### src/rtl/hazard_ctrl.sv
`default_nettype none
// ============================================================================
// Module  : hazard_ctrl
// Brief   : RAW-hazard stall, branch redirect/flush and debug freeze control
//           for the 6-stage, non-forwarding 16-bit core.
// Revision: 1.0
// ============================================================================
module hazard_ctrl #(
    parameter int REG_AW = 4,
    parameter int CNT_W  = 16
) (
    input  logic              clk,
    input  logic              rst,
    input  logic              id_valid,
    input  logic [REG_AW-1:0] id_rs1,
    input  logic [REG_AW-1:0] id_rs2,
    input  logic              id_use_rs1,
    input  logic              id_use_rs2,
    input  logic [REG_AW-1:0] id_rd,
    input  logic              id_reg_write,
    input  logic              br_valid,
    input  logic              br_taken,
    input  logic [15:0]       br_target,
    input  logic              freeze_req,
    input  logic              cnt_clr,
    output logic              stall_if,
    output logic              stall_id,
    output logic              flush_id,
    output logic              flush_ex,
    output logic              flush_ex1,
    output logic              redirect,
    output logic [15:0]       redirect_pc,
    output logic              freeze_ack,
    output logic [CNT_W-1:0]  stall_cnt,
    output logic [CNT_W-1:0]  flush_cnt
);

    typedef enum logic [1:0] {
        ST_RUN    = 2'd0,
        ST_DRAIN  = 2'd1,
        ST_FROZEN = 2'd2
    } state_t;

    localparam int               SB_DEPTH = 4;
    localparam logic [CNT_W-1:0] CNT_ONE  = {{(CNT_W-1){1'b0}}, 1'b1};

    // Scoreboard entry k shadows stage EX1+k (EX1, EX2, MEM, WB).
    logic [SB_DEPTH-1:0] r_sb_v;
    logic [REG_AW-1:0]   r_sb_rd [SB_DEPTH];

    state_t              r_state;
    state_t              w_state_nxt;
    logic                r_ack;
    logic [CNT_W-1:0]    r_stall_cnt;
    logic [CNT_W-1:0]    r_flush_cnt;

    logic [SB_DEPTH-1:0] w_hit;
    logic                w_redirect;
    logic                w_haz;
    logic                w_stall;
    logic                w_issue;
    logic                w_src1_live;
    logic                w_src2_live;

    assign w_redirect  = br_valid & br_taken;
    assign w_src1_live = id_use_rs1 & (id_rs1 != '0);
    assign w_src2_live = id_use_rs2 & (id_rs2 != '0);

    generate
        for (genvar k = 0; k < SB_DEPTH; k++) begin : g_hit
            assign w_hit[k] = r_sb_v[k] &
                              ((w_src1_live & (r_sb_rd[k] == id_rs1)) |
                               (w_src2_live & (r_sb_rd[k] == id_rs2)));
        end
    endgenerate

    assign w_haz   = id_valid & ~w_redirect & (|w_hit);
    // A taken branch overrides every stall source so the flush can land.
    assign w_stall = ~w_redirect & (w_haz | (r_state != ST_RUN));
    assign w_issue = id_valid & id_reg_write & (id_rd != '0) & ~w_stall & ~w_redirect;

    always_ff @(posedge clk or negedge rst) begin
        if (!rst) begin
            r_sb_v <= '0;
            for (int k = 0; k < SB_DEPTH; k++) begin
                r_sb_rd[k] <= '0;
            end
        end else begin
            r_sb_v[0]  <= w_issue;
            r_sb_rd[0] <= id_rd;
            // The EX1 occupant is younger than the resolving branch: kill it.
            r_sb_v[1]  <= r_sb_v[0] & ~w_redirect;
            r_sb_rd[1] <= r_sb_rd[0];
            r_sb_v[2]  <= r_sb_v[1];
            r_sb_rd[2] <= r_sb_rd[1];
            r_sb_v[3]  <= r_sb_v[2];
            r_sb_rd[3] <= r_sb_rd[2];
        end
    end

    always_ff @(posedge clk or negedge rst) begin
        if (!rst) begin
            r_state <= ST_RUN;
            r_ack   <= 1'b0;
        end else begin
            r_state <= w_state_nxt;
            r_ack   <= (w_state_nxt == ST_FROZEN);
        end
    end

    always_comb begin
        w_state_nxt = r_state;
        case (r_state)
            ST_RUN: begin
                if (freeze_req) begin
                    w_state_nxt = ST_DRAIN;
                end
            end
            ST_DRAIN: begin
                if (!freeze_req) begin
                    w_state_nxt = ST_RUN;
                end else if (r_sb_v == '0) begin
                    w_state_nxt = ST_FROZEN;
                end
            end
            ST_FROZEN: begin
                if (!freeze_req) begin
                    w_state_nxt = ST_RUN;
                end
            end
            default: w_state_nxt = ST_RUN;
        endcase
    end

    always_ff @(posedge clk or negedge rst) begin
        if (!rst) begin
            r_stall_cnt <= '0;
            r_flush_cnt <= '0;
        end else if (cnt_clr) begin
            r_stall_cnt <= '0;
            r_flush_cnt <= '0;
        end else begin
            if (w_haz && (r_state == ST_RUN) && (r_stall_cnt != '1)) begin
                r_stall_cnt <= r_stall_cnt + CNT_ONE;
            end
            if (w_redirect && (r_flush_cnt != '1)) begin
                r_flush_cnt <= r_flush_cnt + CNT_ONE;
            end
        end
    end

    assign stall_if    = w_stall;
    assign stall_id    = w_stall;
    assign flush_id    = w_redirect;
    assign flush_ex    = w_redirect;
    assign flush_ex1   = w_redirect;
    assign redirect    = w_redirect;
    assign redirect_pc = w_redirect ? br_target : 16'h0000;
    assign freeze_ack  = r_ack;
    assign stall_cnt   = r_stall_cnt;
    assign flush_cnt   = r_flush_cnt;

endmodule
`default_nettype wire
### config.mk
export PLATFORM = sky130hd
export DESIGN_NAME = hazard_ctrl
export DESIGN_NICKNAME = d
export VERILOG_FILES = /design/src/rtl/hazard_ctrl.sv
export SDC_FILE = /design/constraint.sdc
export NUM_CORES = 1
export LEC_CHECK = 0
export CORE_ASPECT_RATIO = 1.75
export CORE_MARGIN = 2
export CORE_UTILIZATION = 42
export CTS_CLUSTER_SIZE = 8
export DETAILED_ROUTE_END_ITERATION = 8
export GPL_ROUTABILITY_DRIVEN = 0
export GPL_TIMING_DRIVEN = 1
export PLACE_DENSITY_LB_ADDON = 0.12
export SLEW_MARGIN = 15
export SYNTH_ARGS = -nofsm -noshare
export SYNTH_HDL_FRONTEND = slang
export SYNTH_SLANG_ARGS = --single-unit
### constraint.sdc
create_clock -name clk -period 2 [get_ports clk]
set_input_delay 0.3 -clock clk [delete_from_list [all_inputs] [get_ports clk]]
set_output_delay 0.3 -clock clk [all_outputs]
set_load 0.02 [all_outputs]
==> qor.csv <==
stage,metric,value,unit
sta,Tcrit/Tclk final,1.13,
status,status,finished with violations,
yosys,YS warnings,0,
clocking,Clock Latency Late Sink,0.30,ns
yosys,Cells after Synth,294,
placement,pre-CTS WS,-0.937,ns
yosys,Seq cells post-synth,55,
clocking,CTS tree,done,
cells_and_area,fin cells,521,
floorplanning,Horiz. Die Dim,67.6,um
sta,Setup TNS,-2.67,ns
power_and_ir_drop,Pwr Density,561,nW/um^2
worst_setup_path,Worst Path Required,1.70,ns
clocking,clock root cell,clkbuf_16,
drt,drt total wl,8110,um
worst_setup_path,critical path type,reg2out,
global_routing,largest net degree at the start of global routing,56,
status,failing checks,setup timing,
placement,detailed placement HPWL,5920,um
drt,Via Count,2648,
yosys,cell area after synthesis,2970,um^2
sta,Tmin final,2.27,ns
cells_and_area,Syn-to-layout area delta,56.6,%
clocking,"Clk pin slew, worst setup/hold paths",0.07,ns
sta,Worst Slack Setup Final,-0.266,ns
sta,final setup violating endpoints,17,
global_routing,vias in the first global route,2706,
sta,Hold Slack,0.438,ns
cells_and_area,# diodes,0,
cells_and_area,multi-input logic area,1580,um^2
cells_and_area,Final nets,476,
placement,port bufs,92,
sta,measured slew at the worst slew-check pin,0.357,ns
power_and_ir_drop,Lkg Pwr,0.00204,uW
sta,"Hold Violations, Final",0,
yosys,post-synth top area cell,dfrtp_1,
job,MaxCap Viol Count,0,
sta,Max Fclk,441,MHz
global_routing,first-pass GRT wire length,13100,um
sta,RSZ-0062 raised after global routing,true,
floorplanning,die height,115,um
clocking,H-Tree Level Count,2,
drt,Via density,5.08,
clocking,clock buffer depth,2,
floorplanning,I/O pins,93,
yosys,Synth Net Count,334,
yosys,Synth top area share,0.464,
drt,DRC,0,
clocking,CTS Buf Count,5,
global_routing,initial antenna violation count,0,
cells_and_area,register area,1400,um^2
yosys,Synth Area per Inst,10.1,um^2
cells_and_area,layout cells sized above 1,0.281,
worst_setup_path,crit-path max FO,3,
sta,Final Max Slew Viols,0,
placement,Inst Count DP,506,
floorplanning,DIE AREA,7780,um^2
sta,Rel. slew slack,0.762,
clocking,clock sink count,55,
sta,final clock skew,0.00601,ns
hold_path,Worst Hold Class,reg2reg,
power_and_ir_drop,power consumption,2610,uW
worst_setup_path,CP arrival,1.97,ns
cells_and_area,fill cell total of the finished layout,564,
yosys,"top cells by area, synth","dfrtp_1 (46%), xor2_1 (9.7%), xnor2_1 (4.4%), and3_1 (4.0%), nor2_1 (3.4%)",
yosys,Unique masters post-synth,43,
drt,Routed Antenna Nets,0,
drt,drt wl/cell,15.6,um
drt,Initial DRT Pass Iterations,4,
global_routing,grt ovf,0,
worst_setup_path,Crit. End Element,primary output,
worst_setup_path,CP Launch Type,flop,
drt,DRT iter0 DRCs,81,
global_routing,total track usage,0.223,
floorplanning,Rows,40,
floorplanning,Initial Util,0.433,
yosys,"Seq/Total Area, Yosys",0.464,
floorplanning,CORE AREA,6860,um^2
power_and_ir_drop,VDD IR max,0.499,mV
-- per-stage QoR --
stage,cell area [um^2],utilization
final,4650,0.678
after CTS,4540,0.663
after global placement,4310,0.629
after global routing,4650,0.678
after floorplan,3010,-
after detailed placement,4310,0.629
-- kinds of logic (layout without fill, tap and decap cells) --
logic type,count (synthesis),in the layout,synth area share
AO/OA/AOI/OAI,41,41,0.0995
buffers and inverters,23,166,0.0548
XOR/XNOR,49,49,0.147
adder cells (fa/ha/maj),2,2,0.00843
AND/OR/NAND/NOR,122,122,0.220
multiplexers,2,2,0.00674
flip-flops,55,55,0.464
-- area by class of cell --
class / instances / area share
multi-input cells: 216 / 0.340
repair buffers: 153 / 0.296
flip-flops and latches: 55 / 0.300
clock inverters: 3 / 0.00996
well taps: 84 / 0.0226
inverters: 5 / 0.00404
clock buffers: 5 / 0.0269
-- synth_stat cells --
| cell type | number |
|---|---|
| and3_1 | 19 |
| clkbuf_1 | 3 |
| o31ai_1 | 4 |
| or2_2 | 1 |
| buf_4 | 5 |
| buf_2 | 3 |
| o41a_1 | 1 |
| a22oi_1 | 1 |
| and4_1 | 4 |
| nor3_1 | 5 |
| a21o_1 | 1 |
| clkbuf_8 | 1 |
| a21oi_1 | 14 |
| nor2_1 | 27 |
| o41a_2 | 1 |
| nor4_2 | 1 |
| a31oi_1 | 4 |
| nand2b_1 | 1 |
| a211oi_1 | 1 |
| or3_1 | 9 |
| ha_1 | 2 |
| nor3_2 | 1 |
| o21ai_0 | 9 |
| and4_2 | 1 |
| nor2b_1 | 2 |
| o31a_1 | 1 |
| a21oi_4 | 2 |
| o21bai_4 | 2 |
| mux2i_1 | 2 |
| dfrtp_1 | 55 |
| buf_6 | 5 |
| nor2_2 | 1 |
| nand3_1 | 15 |
| xnor2_1 | 15 |
| xor2_2 | 1 |
| and2_1 | 2 |
| inv_1 | 5 |
| nand2_1 | 19 |
| nand4_1 | 4 |
| nor4_1 | 5 |
| or4_1 | 5 |
| xor2_1 | 33 |
| dlygate4sd3_1 | 1 |
-- routing by layer --
| layer | routed length [um] | up-vias | global-route usage |
|---|---|---|---|
| met5 | 0 | - | 0 |
| met4 | 262 | 0 | 0.101 |
| met3 | 304 | 20 | 0.0372 |
| met2 | 4360 | 70 | 0.393 |
| met1 | 3180 | 1263 | 0.256 |
| li1 | - | 1295 | - |
-- repair_timing --
| item | 4_1_cts | 5_1_grt |
|---|---|---|
| gates resized for setup | 55 | 18 |
| pin swaps | 28 | 4 |
| hold buffers | 1 | 0 |
| hold endpoints to repair | 3 | 0 |
| setup endpoints to repair | 38 | 25 |
| buffers inserted | 3 | 3 |
-- layout by cell type (no fill, tap or decap), types with 2 or more instances in the layout --
cell,instances
dfrtp_1,40
dfrtp_2,15
nand2_1,17
a21oi_1,9
and2_1,2
xor2_1,30
or4_4,2
nor2_1,26
xnor2_1,13
xor2_2,4
nor3_2,2
o21ai_1,2
nand2_2,2
and4_1,3
buf_6,4
or4_1,3
inv_1,5
a21oi_2,4
xnor2_2,2
or3_1,7
clkbuf_16,5
buf_12,2
o21bai_4,2
clkdlybuf4s50_1,61
mux2i_1,2
dlygate4sd2_1,27
buf_4,56
nand3_1,15
a21oi_4,3
o21ai_0,7
nand4_1,4
and3_1,17
and3_4,2
o31ai_1,4
a31oi_1,4
nor2b_1,2
nor4_1,3
nor4_2,3
or3_4,2
nor3_1,4
-- flip-flops by register name, indices dropped and copies added, names as in the netlist --
| register | count |
|---|---|
| flush_cnt | 16 |
| freeze_ack | 1 |
| r_sb_rd | 16 |
| r_sb_v | 4 |
| r_state | 2 |
| stall_cnt | 16 |
-- critical path, stage by stage, from the launching register on --
cell and delay (ns):
dfrtp_2 0.46, xor2_2 0.20, nor4_2 0.27, a31oi_1 0.10, nand2_1 0.11, a22oi_2 0.09, nand2b_4 0.15, a21oi_4 0.14
buf_4 0.16
-- report_power, final --
group / internal (uW) / total, uW / switching (uW)
sequential: 1150 / 1180 / 35.3
clock: 595 / 1010 / 411
combinational: 212 / 420 / 208
total: 1950 / 2610 / 654
-- worst paths after layout --
kind                       slack [ns]  cells past startpoint            end        start
setup reg to reg                -0.22                      8  stall_cnt[15]  r_sb_rd[12]
min in group asynchronous        0.52                      3     r_state[1]          rst
setup / recovery                -0.27                      8       stall_if  r_sb_rd[12]
max in group asynchronous        1.20                      3   stall_cnt[4]          rst
hold reg to reg                  0.44                      0     r_sb_rd[3]   r_sb_rd[7]
hold / removal                   0.44                      0     r_sb_rd[3]   r_sb_rd[7]
Note: power is estimated with default switching activity, not from simulation.
